`src/rtl/bus_arbiter_if.sv`:
```
// Signal bundle between the two requesters, the bus fabric and the arbiter.
// The arbiter masters the read/write/data buses, so it takes the master view.
interface bus_arbiter_if #(
  parameter int ADDR_WIDTH = 16,
  parameter int DATA_WIDTH = 16
);
  logic                  enable;
  logic                  req0_valid;
  logic                  req0_ready;
  logic [1:0]            req0_mode;
  logic [ADDR_WIDTH-1:0] req0_src;
  logic [ADDR_WIDTH-1:0] req0_dst;
  logic [DATA_WIDTH-1:0] req0_imm;
  logic                  req1_valid;
  logic                  req1_ready;
  logic [1:0]            req1_mode;
  logic [ADDR_WIDTH-1:0] req1_src;
  logic [ADDR_WIDTH-1:0] req1_dst;
  logic [DATA_WIDTH-1:0] req1_imm;
  logic [ADDR_WIDTH-1:0] read_addr;
  logic                  read_en;
  logic [ADDR_WIDTH-1:0] write_addr;
  logic                  write_en;
  logic [DATA_WIDTH-1:0] data_out;
  logic                  data_out_en;
  logic [DATA_WIDTH-1:0] data_in;
  logic                  rsp_valid;
  logic                  rsp_id;
  logic [DATA_WIDTH-1:0] rsp_data;

  modport master (
    input  enable,
    input  req0_valid, req0_mode, req0_src, req0_dst, req0_imm,
    input  req1_valid, req1_mode, req1_src, req1_dst, req1_imm,
    output req0_ready, req1_ready,
    output read_addr, read_en, write_addr, write_en, data_out, data_out_en,
    input  data_in,
    output rsp_valid, rsp_id, rsp_data
  );

  modport slave (
    output enable,
    output req0_valid, req0_mode, req0_src, req0_dst, req0_imm,
    output req1_valid, req1_mode, req1_src, req1_dst, req1_imm,
    input  req0_ready, req1_ready,
    input  read_addr, read_en, write_addr, write_en, data_out, data_out_en,
    output data_in,
    input  rsp_valid, rsp_id, rsp_data
  );
endinterface

```
`src/rtl/bus_arbiter.sv`:
```
// Round-robin arbiter for two bus masters; sequences the read and write
// phases of one granted transfer descriptor at a time and returns a response.
//
// state | meaning
// IDLE  | arbitrate; ready pulse and descriptor latch on grant
// READ  | read_en asserted for 1+READ_WAIT cycles, data_in captured at the end
// WRITE | single write strobe; imm driven, or source kept on the bus for a move
// RESP  | one-cycle rsp_valid pulse
module bus_arbiter #(
  parameter int ADDR_WIDTH = 16,
  parameter int DATA_WIDTH = 16,
  parameter int READ_WAIT  = 0
) (
  input logic clk,
  input logic reset,
  bus_arbiter_if.master bus
);
  typedef enum logic [1:0] {IDLE, READ, WRITE, RESP} state_t;

  state_t                state, state_nxt;
  logic                  last_grant;
  logic                  cur_id;
  logic [1:0]            cur_mode;
  logic [ADDR_WIDTH-1:0] cur_src;
  logic [ADDR_WIDTH-1:0] cur_dst;
  logic [DATA_WIDTH-1:0] cur_imm;
  logic [DATA_WIDTH-1:0] cur_rdata;
  logic [2:0]            wait_cnt;
  logic                  grant0, grant1, grant;
  logic [1:0]            grant_mode;

  // Grants are gated by reset so both ready pulses stay low while it is held.
  always_comb begin
    grant0 = 1'b0;
    grant1 = 1'b0;
    if (reset && state == IDLE && bus.enable) begin
      if (bus.req0_valid && (!bus.req1_valid || last_grant))
        grant0 = 1'b1;
      else if (bus.req1_valid)
        grant1 = 1'b1;
    end
  end

  assign grant      = grant0 | grant1;
  assign grant_mode = grant1 ? bus.req1_mode : bus.req0_mode;

  always_ff @(posedge clk or negedge reset) begin
    if (!reset) state <= IDLE;
    else        state <= state_nxt;
  end

  always_comb begin
    state_nxt = state;
    case (state)
      IDLE:    if (grant) state_nxt = grant_mode[0] ? READ : (grant_mode[1] ? WRITE : RESP);
      READ:    if (wait_cnt == 3'd0) state_nxt = cur_mode[1] ? WRITE : RESP;
      WRITE:   state_nxt = RESP;
      RESP:    state_nxt = IDLE;
      default: state_nxt = IDLE;
    endcase
  end

  always_ff @(posedge clk or negedge reset) begin
    if (!reset) begin
      last_grant <= 1'b1;
      cur_id     <= 1'b0;
      cur_mode   <= 2'b00;
      cur_src    <= '0;
      cur_dst    <= '0;
      cur_imm    <= '0;
      cur_rdata  <= '0;
      wait_cnt   <= 3'd0;
    end else if (grant) begin
      last_grant <= grant1;
      cur_id     <= grant1;
      cur_mode   <= grant_mode;
      cur_src    <= grant1 ? bus.req1_src : bus.req0_src;
      cur_dst    <= grant1 ? bus.req1_dst : bus.req0_dst;
      cur_imm    <= grant1 ? bus.req1_imm : bus.req0_imm;
      cur_rdata  <= '0;
      wait_cnt   <= 3'(READ_WAIT);
    end else if (state == READ) begin
      if (wait_cnt == 3'd0) cur_rdata <= bus.data_in;
      else                  wait_cnt  <= wait_cnt - 3'd1;
    end
  end

  // A move keeps the source slave driving data_bus through the write strobe.
  assign bus.req0_ready  = grant0;
  assign bus.req1_ready  = grant1;
  assign bus.read_en     = (state == READ) || (state == WRITE && cur_mode[0]);
  assign bus.read_addr   = cur_src;
  assign bus.write_en    = (state == WRITE);
  assign bus.write_addr  = cur_dst;
  assign bus.data_out_en = (state == WRITE) && !cur_mode[0];
  assign bus.data_out    = cur_imm;
  assign bus.rsp_valid   = (state == RESP);
  assign bus.rsp_id      = cur_id;
  assign bus.rsp_data    = cur_rdata;
endmodule

```
`src/flat_wrapper.sv`:
```
// flat-port wrapper written by rule: the top's interface ports become plain ports
module bus_arbiter_flat 
#(
  parameter int ADDR_WIDTH = 16,
  parameter int DATA_WIDTH = 16,
  parameter int READ_WAIT  = 0
)
  (clk, reset, bus_enable, bus_req0_valid, bus_req0_mode, bus_req0_src, bus_req0_dst, bus_req0_imm, bus_req1_valid, bus_req1_mode, bus_req1_src, bus_req1_dst, bus_req1_imm, bus_req0_ready, bus_req1_ready, bus_read_addr, bus_read_en, bus_write_addr, bus_write_en, bus_data_out, bus_data_out_en, bus_data_in, bus_rsp_valid, bus_rsp_id, bus_rsp_data);
  bus_arbiter_if #(.ADDR_WIDTH(ADDR_WIDTH), .DATA_WIDTH(DATA_WIDTH)) bus_i ();
  input logic clk;
  input logic reset;
  input wire logic [$bits(bus_i.enable)-1:0] bus_enable;
  input wire logic [$bits(bus_i.req0_valid)-1:0] bus_req0_valid;
  input wire logic [$bits(bus_i.req0_mode)-1:0] bus_req0_mode;
  input wire logic [$bits(bus_i.req0_src)-1:0] bus_req0_src;
  input wire logic [$bits(bus_i.req0_dst)-1:0] bus_req0_dst;
  input wire logic [$bits(bus_i.req0_imm)-1:0] bus_req0_imm;
  input wire logic [$bits(bus_i.req1_valid)-1:0] bus_req1_valid;
  input wire logic [$bits(bus_i.req1_mode)-1:0] bus_req1_mode;
  input wire logic [$bits(bus_i.req1_src)-1:0] bus_req1_src;
  input wire logic [$bits(bus_i.req1_dst)-1:0] bus_req1_dst;
  input wire logic [$bits(bus_i.req1_imm)-1:0] bus_req1_imm;
  output wire logic [$bits(bus_i.req0_ready)-1:0] bus_req0_ready;
  output wire logic [$bits(bus_i.req1_ready)-1:0] bus_req1_ready;
  output wire logic [$bits(bus_i.read_addr)-1:0] bus_read_addr;
  output wire logic [$bits(bus_i.read_en)-1:0] bus_read_en;
  output wire logic [$bits(bus_i.write_addr)-1:0] bus_write_addr;
  output wire logic [$bits(bus_i.write_en)-1:0] bus_write_en;
  output wire logic [$bits(bus_i.data_out)-1:0] bus_data_out;
  output wire logic [$bits(bus_i.data_out_en)-1:0] bus_data_out_en;
  input wire logic [$bits(bus_i.data_in)-1:0] bus_data_in;
  output wire logic [$bits(bus_i.rsp_valid)-1:0] bus_rsp_valid;
  output wire logic [$bits(bus_i.rsp_id)-1:0] bus_rsp_id;
  output wire logic [$bits(bus_i.rsp_data)-1:0] bus_rsp_data;
  assign bus_i.enable = bus_enable;
  assign bus_i.req0_valid = bus_req0_valid;
  assign bus_i.req0_mode = bus_req0_mode;
  assign bus_i.req0_src = bus_req0_src;
  assign bus_i.req0_dst = bus_req0_dst;
  assign bus_i.req0_imm = bus_req0_imm;
  assign bus_i.req1_valid = bus_req1_valid;
  assign bus_i.req1_mode = bus_req1_mode;
  assign bus_i.req1_src = bus_req1_src;
  assign bus_i.req1_dst = bus_req1_dst;
  assign bus_i.req1_imm = bus_req1_imm;
  assign bus_req0_ready = bus_i.req0_ready;
  assign bus_req1_ready = bus_i.req1_ready;
  assign bus_read_addr = bus_i.read_addr;
  assign bus_read_en = bus_i.read_en;
  assign bus_write_addr = bus_i.write_addr;
  assign bus_write_en = bus_i.write_en;
  assign bus_data_out = bus_i.data_out;
  assign bus_data_out_en = bus_i.data_out_en;
  assign bus_i.data_in = bus_data_in;
  assign bus_rsp_valid = bus_i.rsp_valid;
  assign bus_rsp_id = bus_i.rsp_id;
  assign bus_rsp_data = bus_i.rsp_data;
  bus_arbiter #(.ADDR_WIDTH(ADDR_WIDTH), .DATA_WIDTH(DATA_WIDTH), .READ_WAIT(READ_WAIT)) u_core (.clk(clk), .reset(reset), .bus(bus_i));
endmodule
```
`config.mk`:
```
export PLATFORM = sky130hd
export DESIGN_NAME = bus_arbiter_flat
export DESIGN_NICKNAME = d
export VERILOG_FILES = /design/src/rtl/bus_arbiter_if.sv /design/src/rtl/bus_arbiter.sv /design/src/flat_wrapper.sv
export SDC_FILE = /design/constraint.sdc
export NUM_CORES = 1
export LEC_CHECK = 0
export CAP_MARGIN = 5
export CELL_PAD_IN_SITES_DETAIL_PLACEMENT = 0
export CELL_PAD_IN_SITES_GLOBAL_PLACEMENT = 1
export CORE_MARGIN = 3
export CORE_UTILIZATION = 28
export DETAILED_ROUTE_END_ITERATION = 6
export HOLD_SLACK_MARGIN = 0.06
export PLACE_DENSITY = 0.87
export SETUP_SLACK_MARGIN = 0.15
export SYNTH_ARGS = -nofsm -noshare
export SYNTH_HDL_FRONTEND = slang
export SYNTH_SLANG_ARGS = --single-unit
```
`constraint.sdc`:
```
create_clock -name clk -period 2.4 [get_ports clk]
set_input_delay 0.48 -clock clk [delete_from_list [all_inputs] [get_ports clk]]
set_output_delay 0.48 -clock clk [all_outputs]
set_load 0.01 [all_outputs]
```
==> results of run 1 <==
## through the flow
| step | instances | setup WS, ps | power, uW | hold WS [ps] | util (%) |
|---|---|---|---|---|---|
| final | 701 | 246.9 | 6278 | 420.6 | 48.27 |
| after global routing | 701 | 174.2 | 6692 | 505.8 | 48.27 |
| after CTS | 699 | 144.8 | 6354 | 461.0 | 48.11 |
| after detailed placement | 687 | 14.62 | 5094 | 470.8 | 45.83 |
| after global placement | 687 | 32.92 | 5009 | 459.3 | 45.83 |
| after floorplan | 341 | 565.7 | 3495 | 184.4 | - |
## layout make-up
cell class              instances  share of cell area [%]
diodes                          1                 0.04280
clock buffers                  11                   4.323
clock inverters                 1                 0.08560
inverters                       5                  0.3210
multi-input cells             240                   25.76
flip-flops and latches         73                   31.29
well taps                     168                   3.595
repair buffers                202                   34.58
## cell usage in the layout, fill, tap and decap left out, types with 2 or more instances in the layout
cell / netlist / layout
a21oi_1: 18 / 18
a22oi_1: 11 / 11
a22oi_2: 38 / 38
a31oi_1: 2 / 2
and3_4: 1 / 2
buf_12: 0 / 2
buf_4: 1 / 10
clkbuf_16: 0 / 9
clkbuf_8: 0 / 2
clkdlybuf4s15_1: 0 / 2
clkdlybuf4s50_1: 0 / 186
dfrtp_1: 72 / 71
dlymetal6s2s_1: 0 / 2
ha_1: 7 / 4
ha_2: 0 / 2
inv_1: 5 / 3
inv_2: 0 / 2
mux2i_1: 4 / 4
nand2_1: 134 / 134
nand2b_1: 3 / 3
nor2_1: 3 / 3
o21ai_1: 2 / 2
## worst register-to-register path: cells and delay by family (launching register included)
kind            cells  cell delay (ps)
compound gates      1              200
fa+ha+maj           1              200
simple gates        3              460
flops               1              440
buf+inv             3              570
## layer usage
layer,GRT usage [%],share of wire (%),up-vias
met5,0,0,-
met4,6.227,1.9,0
met3,5.046,7.5,14
met2,24.54,48,116
met1,18.25,43,1497
li1,-,-,1534
## power breakdown
part	switching (uW)	internal [uW]
Combinational	1170	1710
Clock	456	730
Sequential	392	1820
## flip-flops by register name, summed over array words and instances (netlist names)
name and flops:
u_core.last_grant 1, u_core.bus.rsp_id 1, u_core.bus.data_out 16, u_core.wait_cnt 3, u_core.state 2, u_core.bus.write_addr 16
u_core.bus.rsp_data 16, u_core.bus.read_addr 16, u_core.cur_mode 2
## cell families (layout without fill, tap and decap cells)
kind of cell,after synthesis,count (layout),synth area share (%)
AND/OR/NAND/NOR,148,148,17.03
AO/OA/AOI/OAI,78,78,20.76
flip-flops,73,73,52.38
buffers and inverters,28,219,5.343
adder cells (fa/ha/maj),7,7,2.510
multiplexers,5,5,1.470
XOR/XNOR,2,2,0.5021
other,0,1,0
## how the worst min path moves through the flow
stage                      start                        to  cells past startpoint
2_1_floorplan              reset    u_core.bus.data_out[0]                      0
3_5_place_dp   u_core.bus.rsp_id         u_core.bus.rsp_id                      1
3_3_place_gp   u_core.bus.rsp_id         u_core.bus.rsp_id                      1
5_1_grt                    reset        u_core.wait_cnt[2]                      2
4_1_cts                    reset  u_core.bus.write_addr[1]                      2
6_report                   reset           u_core.state[1]                      2
## timing repair
item / in CTS / in global routing
setup buffers: 0 / 1
pin swaps: 0 / 0
setup endpoints to repair: 4 / 4
resized for setup: 8 / 6
cloned: 0 / 0
==> out/results.tsv, run 1 <==
metric	value	unit
status	complete, no violations	
async_flop_share	100.0	%
fin_nets	659	
final_area	5847	sq um
powerDensity	1074	nW/um^2
drc_errors	0	
post-route-period-util	89.71	%
clkSinkCount	73	
syn_area	3490	sq um
totalWireLength	10.28	mm
clockBufferDepth	2	
grt_setup_unrepaired	no	
power_leakage	0.002528	uW
tightest_slew	925.4	ps
clock-skew-final	7.853	ps
hold_class	input port to async pin	
grt_pass1_vias	3364	
ant_nets	0	
grt_use_total	15.05	%
yosysTopAreaCellShare	51.63	%
multi_input_area	1506	sq um
ys_types	33	
crit_buf_inv	2	
grt_max_degree	74	
tns	0	ps
fin_crit	2153	ps
final_hold_viol_count	0	
critPathKind	register to output pin	
first_iter_violations	181	
io_buffers	191	
start_util	28.81	%
cts_tree	yes	
htree_num_levels	3	
synthFlopType	dfrtp_1	
numCtsBuffers	9	
endpoint_kind	output pin	
path_max_fanout	4	
critPathMaxStageDelay	440	ps
seqCellArea	1829	sq um
slew_violations	0	
drt_first_pass_iters	4	
syn_inst	341	
synthTopCellsByCount	nand2_1, dfrtp_1, a22oi_2	
grt_antenna_before_repair	1	
die_area	13840	sq um
hold_buffers	0	
synthTopCellsByArea	dfrtp_1, nand2_1, a22oi_2, a21oi_1, buf_6	
ys.warnings.count	0	
core_area	12110	sq um
num_rows	40	
setup_viol	0	
fillers	1145	
crit_chain	inv_2 > ha_2 > and3_4 > and3_2 > clkdlybuf4s15_1	
drive_above_1_share	14.10	%
num_io_pins	192	
routabilityCongestion	0.7380	
synth_edf_count	0	
cts_root_buffer	clkbuf_16	
dpl.hpwl	7.402	mm
synth_seq_cells	73	
wl_per_cell	14.66	microns
path_delay_family	flip-flops	
grt_pass1_wl	17.11	mm
cp.depth	5	
cp_data_required_time	1920	ps
die_w	117.6	microns
slew_headroom	38.30	%
arrival	1670	ps
maxCapViolCount	0	
r2r_cells	8	
fmax	0.4644	GHz
syn2layout_area_growth	67.55	%
cp-start-kind	register	
worstReg2RegEnd	u_core.bus.write_addr[8]	
synth.most_common_cell	nand2_1	
cp_slowest_cell	dfrtp_2	
vias_per_cell	4.509	
grt_overflow	0	
endpoint	bus_req0_ready	
r2r_start	u_core.state[0]	
die_h	117.6	microns
vias	3161	
dpl_cell_area	5550	sq um
avgSynthCellArea	10.23	sq um
crit_start	u_core.state[0]	
syn-num-nets	469	
yosys.area.top_type	dfrtp_1	
rrSetupSlack	460	ps
ir_drop	0.0005051	V
clk_pin_slew	60	ps
ys_seq_area_share	52.38	%
clock_latency	320	ps
Power figures use the tool's default switching activity.
==> run 2, diff against run 1 <==
--- a/config.mk
+++ b/config.mk
@@ -12,7 +12,7 @@
 export CORE_UTILIZATION = 28
 export DETAILED_ROUTE_END_ITERATION = 6
 export HOLD_SLACK_MARGIN = 0.06
-export PLACE_DENSITY = 0.87
+export PLACE_DENSITY = 0.89
 export SETUP_SLACK_MARGIN = 0.15
 export SYNTH_ARGS = -nofsm -noshare
 export SYNTH_HDL_FRONTEND = slang
==> out/results.tsv, run 2 (synthesis results as in run 1) <==
metric	value	unit	change
status	complete, no violations		unchanged
die_h	117.6	microns	unchanged
total_power	6559	uW	was 6278 uW
cp_data_required_time	1920	ps	about the same
arrival	1700	ps	was 1670 ps
clock-skew-final	6.194	ps	was 7.853 ps
num_io_pins	192		unchanged
core_area	12110	sq um	unchanged
die_w	117.6	microns	unchanged
grt_setup_unrepaired	no		unchanged
tns	0	ps	unchanged
dpl.hpwl	7.538	mm	was 7.402 mm
drc_errors	0		unchanged
ir_drop	0.0004417	V	was 0.0005051 V
fin_crit	2175	ps	was 2153 ps
crit_buf_inv	2		unchanged
critPathKind	register to output pin		unchanged
setup_viol	0		unchanged
hold_buffers	0		unchanged
cts_root_buffer	clkbuf_16		unchanged
fillers	1133		was 1145
grt_antenna_before_repair	0		was 1
clockBufferDepth	2		unchanged
grt_overflow	0		unchanged
drt_first_pass_iters	5		was 4
slew_violations	0		unchanged
numCtsBuffers	9		unchanged
power_leakage	0.002565	uW	was 0.002528 uW
final_hold_viol_count	0		unchanged
wl_per_cell	14.89	microns	was 14.66 microns
num_rows	40		unchanged
hold_slack	174.5	ps	was 420.6 ps
grt_pass1_wl	17.04	mm	was 17.11 mm
post-route-period-util	90.63	%	was 89.71%
crit_chain	inv_2 > ha_2 > and3_4 > and3_2 > dlygate4sd2_1		was inv_2 > ha_2 > and3_4 > and3_2 > clkdlybuf4s15_1
hold_class	input port to async pin		unchanged
slew_headroom	56.41	%	was 38.30%
cp-start-kind	register		unchanged
path_delay_family	flip-flops		unchanged
htree_num_levels	3		unchanged
placedCellCount	689		was 687
clk_pin_slew	60	ps	about the same
first_iter_violations	156		was 181
ant_nets	0		unchanged
vias_per_cell	4.439		was 4.509
maxCapViolCount	0		unchanged
diodes	0		was 1
path_max_fanout	4		unchanged
clock_latency	330	ps	was 320 ps
io_buffers	191		unchanged
fmax	0.4597	GHz	was 0.4644 GHz
cp_slowest_cell	dfrtp_1		was dfrtp_2
totalWireLength	10.51	mm	was 10.28 mm
critPathMaxStageDelay	420	ps	was 440 ps
tightest_slew	653.8	ps	was 925.4 ps
final_cells	706		was 701
syn2layout_area_growth	69.81	%	was 67.55%
clkSinkCount	73		unchanged
rrSetupSlack	480	ps	was 460 ps
powerDensity	1107	nW/um^2	was 1074 nW/um^2
drive_above_1_share	15.06	%	was 14.10%
grt_max_degree	52		was 74
die_area	13840	sq um	unchanged
vias	3134		was 3161
final_common_cell	clkdlybuf4s50_1		unchanged
grt_use_total	15.08	%	was 15.05%
grt_pass1_vias	3241		was 3364
start_util	28.81	%	unchanged
endpoint_kind	output pin		unchanged
cts_tree	yes		unchanged
layout.cells.most_common_list	clkdlybuf4s50_1, nand2_1, dfrtp_1, a22oi_2, a21oi_1		unchanged
fin_nets	661		was 659
routabilityCongestion	0.7885		was 0.7380
==> run 2: changes by cell type in the layout (fill, tap and decap cells not counted) <==
cell	change
clkdlybuf4s15_1	-2
bufinv_16	+2
clkinvlp_4	+1
clkinv_2	+1
diode_2	-1
dlygate4sd2_1	+3
buf_4	+2
dlymetal6s2s_1	-1
==> run 2: worst paths after layout <==
kind,start,end,cells after the start
setup reg to reg,u_core.state[1],u_core.bus.data_out[15],8
setup / recovery,u_core.state[1],bus_req0_ready,5
min in group clk,u_core.bus.rsp_id,u_core.bus.rsp_id,1
max in group asynchronous,reset,u_core.bus.rsp_data[14],3
hold / removal,reset,u_core.wait_cnt[1],2
hold reg to reg,u_core.bus.rsp_id,u_core.bus.rsp_id,1
==> run 2: final cells by class <==
class / instances / area (sq um) / share of cell area [%]
multi-input combinational: 240 / 1506 / 25.42
inverter: 5 / 18.77 / 0.3167
clock buffer: 11 / 252.7 / 4.265
timing repair buffer: 204 / 2031 / 34.27
tap: 168 / 210.2 / 3.547
sequential: 73 / 1829 / 30.87
clock inverter: 5 / 77.57 / 1.309
==> run 2: timing repair <==
item                                    CTS  global route
resized for setup                        10             2
endpoints found under the setup margin    4             3
setup buffers                             0             1
==> run 2: per-layer routing <==
metal	wire [microns]	up-vias	GRT usage [%]
met5	0	-	0
met4	149	0	4.762
met3	815	14	5.622
met2	5085	114	24.69
met1	4462	1471	18.46
li1	-	1535	-
==> run 2: stage by stage <==
stage                     worst slack (ps)  util (%)  instance area (sq um)
after global placement               38.56     45.95                   5565
after detailed placement            0.6091     45.95                   5565
final                                224.9     48.93                   5926
after CTS                            167.0     48.82                   5913
after floorplan                      565.7         -                   3490
after global routing                 151.6     48.93                   5926
==> run 2: power by group <==
part           internal, uW  switching (uW)
registers              1810             382
clock network           963             512
logic                  1710            1170
==> run 3, diff against run 2 <==
--- a/config.mk
+++ b/config.mk
@@ -5,14 +5,15 @@
 export SDC_FILE = /design/constraint.sdc
 export NUM_CORES = 1
 export LEC_CHECK = 0
+export ABC_AREA = 1
 export CAP_MARGIN = 5
 export CELL_PAD_IN_SITES_DETAIL_PLACEMENT = 0
 export CELL_PAD_IN_SITES_GLOBAL_PLACEMENT = 1
 export CORE_MARGIN = 3
-export CORE_UTILIZATION = 28
+export CORE_UTILIZATION = 27
 export DETAILED_ROUTE_END_ITERATION = 6
 export HOLD_SLACK_MARGIN = 0.06
-export PLACE_DENSITY = 0.89
+export PLACE_DENSITY = 0.9
 export SETUP_SLACK_MARGIN = 0.15
 export SYNTH_ARGS = -nofsm -noshare
 export SYNTH_HDL_FRONTEND = slang
==> out/results.tsv, run 3 <==
metric	value	unit	change
syn_inst	417		was 341
path_max_fanout	4		unchanged
cp_slowest_cell	clkdlybuf4s50_1		was dfrtp_1
maxCapViolCount	0		unchanged
endpoint	bus_read_en		was bus_req0_ready
ys_types	22		was 33
async_flop_share	100.0	%	unchanged
seq_power_share	33.6	%	was 33.5%
yosys.area.top_type	dfrtp_1		unchanged
crit_buf_inv	2		unchanged
worstReg2RegEnd	u_core.wait_cnt[2]		was u_core.bus.data_out[15]
cp-start-kind	register		unchanged
clockBufferDepth	2		unchanged
pwr-share-comb	45.6	%	was 44.0%
final_hold_viol_count	0		unchanged
ant_nets	0		unchanged
r2r_cells	11		was 8
slew_violations	0		unchanged
die_area	14160	sq um	was 13840 sq um
dpl.hpwl	8.087	mm	was 7.538 mm
clock-skew-final	4.620	ps	was 6.194 ps
p_sw	2141	uW	was 2068 uW
synthTopCellsByArea	dfrtp_1, nand2_1, nand3_1, a21oi_1, buf_2		was dfrtp_1, nand2_1, a22oi_2, a21oi_1, buf_6
post-route-period-util	90.60	%	was 90.63%
vias_per_cell	4.626		was 4.439
ir_drop	0.0004010	V	was 0.0004417 V
tns	0	ps	unchanged
routabilityCongestion	0.8227		was 0.7885
hold_class	input port to async pin		unchanged
start_util	28.12	%	was 28.81%
first_iter_violations	178		was 156
grt_use_total	15.80	%	was 15.08%
cp_data_required_time	1920	ps	about the same
totalWireLength	11.28	mm	was 10.51 mm
layout.cells.most_common_list	clkdlybuf4s50_1, nand2_1, nand3_1, dfrtp_1, a21oi_1		was clkdlybuf4s50_1, nand2_1, dfrtp_1, a22oi_2, a21oi_1
fmax	0.4599	GHz	was 0.4597 GHz
synth_seq_cells	73		unchanged
grt_max_degree	74		was 52
yosys.area_share.simple	34.18	%	was 17.03%
clkSinkCount	73		unchanged
num_io_pins	192		unchanged
fin_crit	2174	ps	was 2175 ps
avgSynthCellArea	8.269	sq um	was 10.23 sq um
numCtsBuffers	9		unchanged
switching_share	33.65	%	was 31.54%
path_delay_family	buffers and inverters		was flip-flops
final_util	47.61	%	was 48.93%
die_w	119.0	microns	was 117.6 microns
critPathMaxStageDelay	530	ps	was 420 ps
critPathKind	register to output pin		unchanged
ys_seq_area_share	53.01	%	was 52.38%
drc_errors	0		unchanged
grt_pass1_wl	18.39	mm	was 17.04 mm
power.share.clock	20.8	%	was 22.5%
clock_latency	320	ps	was 330 ps
r2r_start	u_core.state[0]		was u_core.state[1]
cts_root_buffer	clkbuf_16		unchanged
synthAdderAreaFrac	2.540	%	was 2.510%
rrSetupSlack	300	ps	was 480 ps
syn2layout_area_growth	69.30	%	was 69.81%
fillers	1210		was 1133
htree_num_levels	3		unchanged
grt_setup_unrepaired	yes		was no
syn-num-nets	545		was 469
fin_nets	732		was 661
arrival	1690	ps	was 1700 ps
synth-compound-area-share	3.774	%	was 20.76%
endpoint_kind	output pin		unchanged
powerDensity	1090	nW/um^2	was 1107 nW/um^2
die_h	119.0	microns	was 117.6 microns
grt_antenna_before_repair	0		unchanged
p_int	4222	uW	was 4490 uW
drt_first_pass_iters	4		was 5
synth.area.mux_share	0	%	was 1.470%
clk_pin_slew	50	ps	was 60 ps
cp.depth	5		unchanged
diodes	0		unchanged
wl_per_cell	14.54	microns	was 14.89 microns
setup_viol	0		unchanged
synthTopCellsByCount	nand2_1, nand3_1, dfrtp_1		was nand2_1, dfrtp_1, a22oi_2
cpMostUsedCell	nand2_1		
status	complete, no violations		unchanged
synth-xor-area-share	0	%	was 0.5020%
cts_tree	yes		unchanged
crit_chain	inv_2 > ha_2 > nand2_1 > nand2_1 > clkdlybuf4s50_1		was inv_2 > ha_2 > and3_4 > and3_2 > dlygate4sd2_1
crit_start	u_core.state[0]		was u_core.state[1]
grt_pass1_vias	3639		was 3241
drive_above_1_share	6.908	%	was 15.06%
syn_area	3448	sq um	was 3490 sq um
num_rows	40		unchanged
synth_edf_count	0		unchanged
power_leakage	0.002611	uW	was 0.002565 uW
final_common_cell	clkdlybuf4s50_1		unchanged
slew_headroom	37.42	%	was 56.41%
tightest_slew	938.7	ps	was 653.8 ps
yosysTopAreaCellShare	52.25	%	was 51.63%
core_area	12260	sq um	was 12110 sq um
grt_overflow	0		unchanged
synth.most_common_cell	nand2_1		unchanged
vias	3590		was 3134
io_buffers	191		unchanged
synthFlopType	dfrtp_1		unchanged
ys.warnings.count	0		unchanged
synth_top_family_by_area	simple AND/OR/NAND/NOR gates		was compound AO/OA/AOI/OAI gates
-- run 3: layout make-up --
| class | instances | area, sq um | share of cell area (%) |
|---|---|---|---|
| repair buffers | 205 | 2033 | 34.83 |
| flip-flops and latches | 73 | 1828 | 31.31 |
| inverters | 19 | 71.32 | 1.222 |
| clock buffers | 12 | 256.5 | 4.393 |
| multi-input cells | 296 | 1399 | 23.96 |
| clock inverters | 3 | 40.04 | 0.6858 |
| well taps | 168 | 210.2 | 3.601 |
-- run 3: cells by family after synthesis --
kind of cell,after synthesis
flops,73
fa+ha+maj,7
compound gates,25
buf+inv,48
simple gates,264
-- run 3: per-stage QoR --
| stage | instances | hold slack [ps] | worst slack [ps] | area (sq um) | power (uW) |
|---|---|---|---|---|---|
| after global placement | 757 | 457.4 | -36.26 | 5503 | 4948 |
| after global routing | 776 | 495.6 | 108.6 | 5838 | 6827 |
| after CTS | 772 | 436.3 | 157.5 | 5803 | 6403 |
| final | 776 | 379.1 | 225.7 | 5838 | 6363 |
| after floorplan | 417 | 184.4 | 688.5 | 3448 | 3386 |
| after detailed placement | 757 | 461.9 | -64.44 | 5503 | 5038 |
-- run 3: power groups by stage --
stage / Combinational, uW / Sequential (uW) / Clock [uW]
2_1_floorplan: 1030 / 2350 / 0
3_3_place_gp: 2830 / 2120 / 0
3_5_place_dp: 2890 / 2150 / 0
4_1_cts: 2900 / 2140 / 1360
5_1_grt: 3190 / 2210 / 1420
6_report: 2900 / 2140 / 1330
-- run 3: per-layer routing --
layer  track usage (%)  share of wire [%]  wire, microns  vias to the layer above
met1             18.91                 42           4781                     1681
li1                  -                  -              -                     1751
met3             4.843                7.4            837                       15
met4             5.069                1.5            173                        0
met2             27.06                 49           5487                      143
met5                 0                  0              0                        -
-- run 3: worst reg2reg max path, cell delays in order, from the launching register on --
cell and delay, ps:
dfrtp_1 420, inv_2 80, ha_1 220, nand2_1 100, nor2_4 50, nand2_2 90, clkbuf_8 360, nand2_2 140
inv_2 80, buf_12 230, o21ai_0 130, a21oi_1 120
-- run 3: repair_timing --
action	in CTS	in global routing
hold buffers	0	0
buffers inserted	0	4
endpoints found under the setup margin	6	6
resized for setup	5	3
-- run 3: worst min-delay path by stage --
| stage | end | slack [ps] |
|---|---|---|
| 3_5_place_dp | u_core.bus.rsp_id | 460 |
| 2_1_floorplan | u_core.bus.data_out[0] | 180 |
| 6_report | u_core.cur_mode[1] | 380 |
| 4_1_cts | u_core.bus.rsp_data[3] | 440 |
| 3_3_place_gp | u_core.bus.rsp_id | 460 |
| 5_1_grt | u_core.cur_mode[1] | 500 |
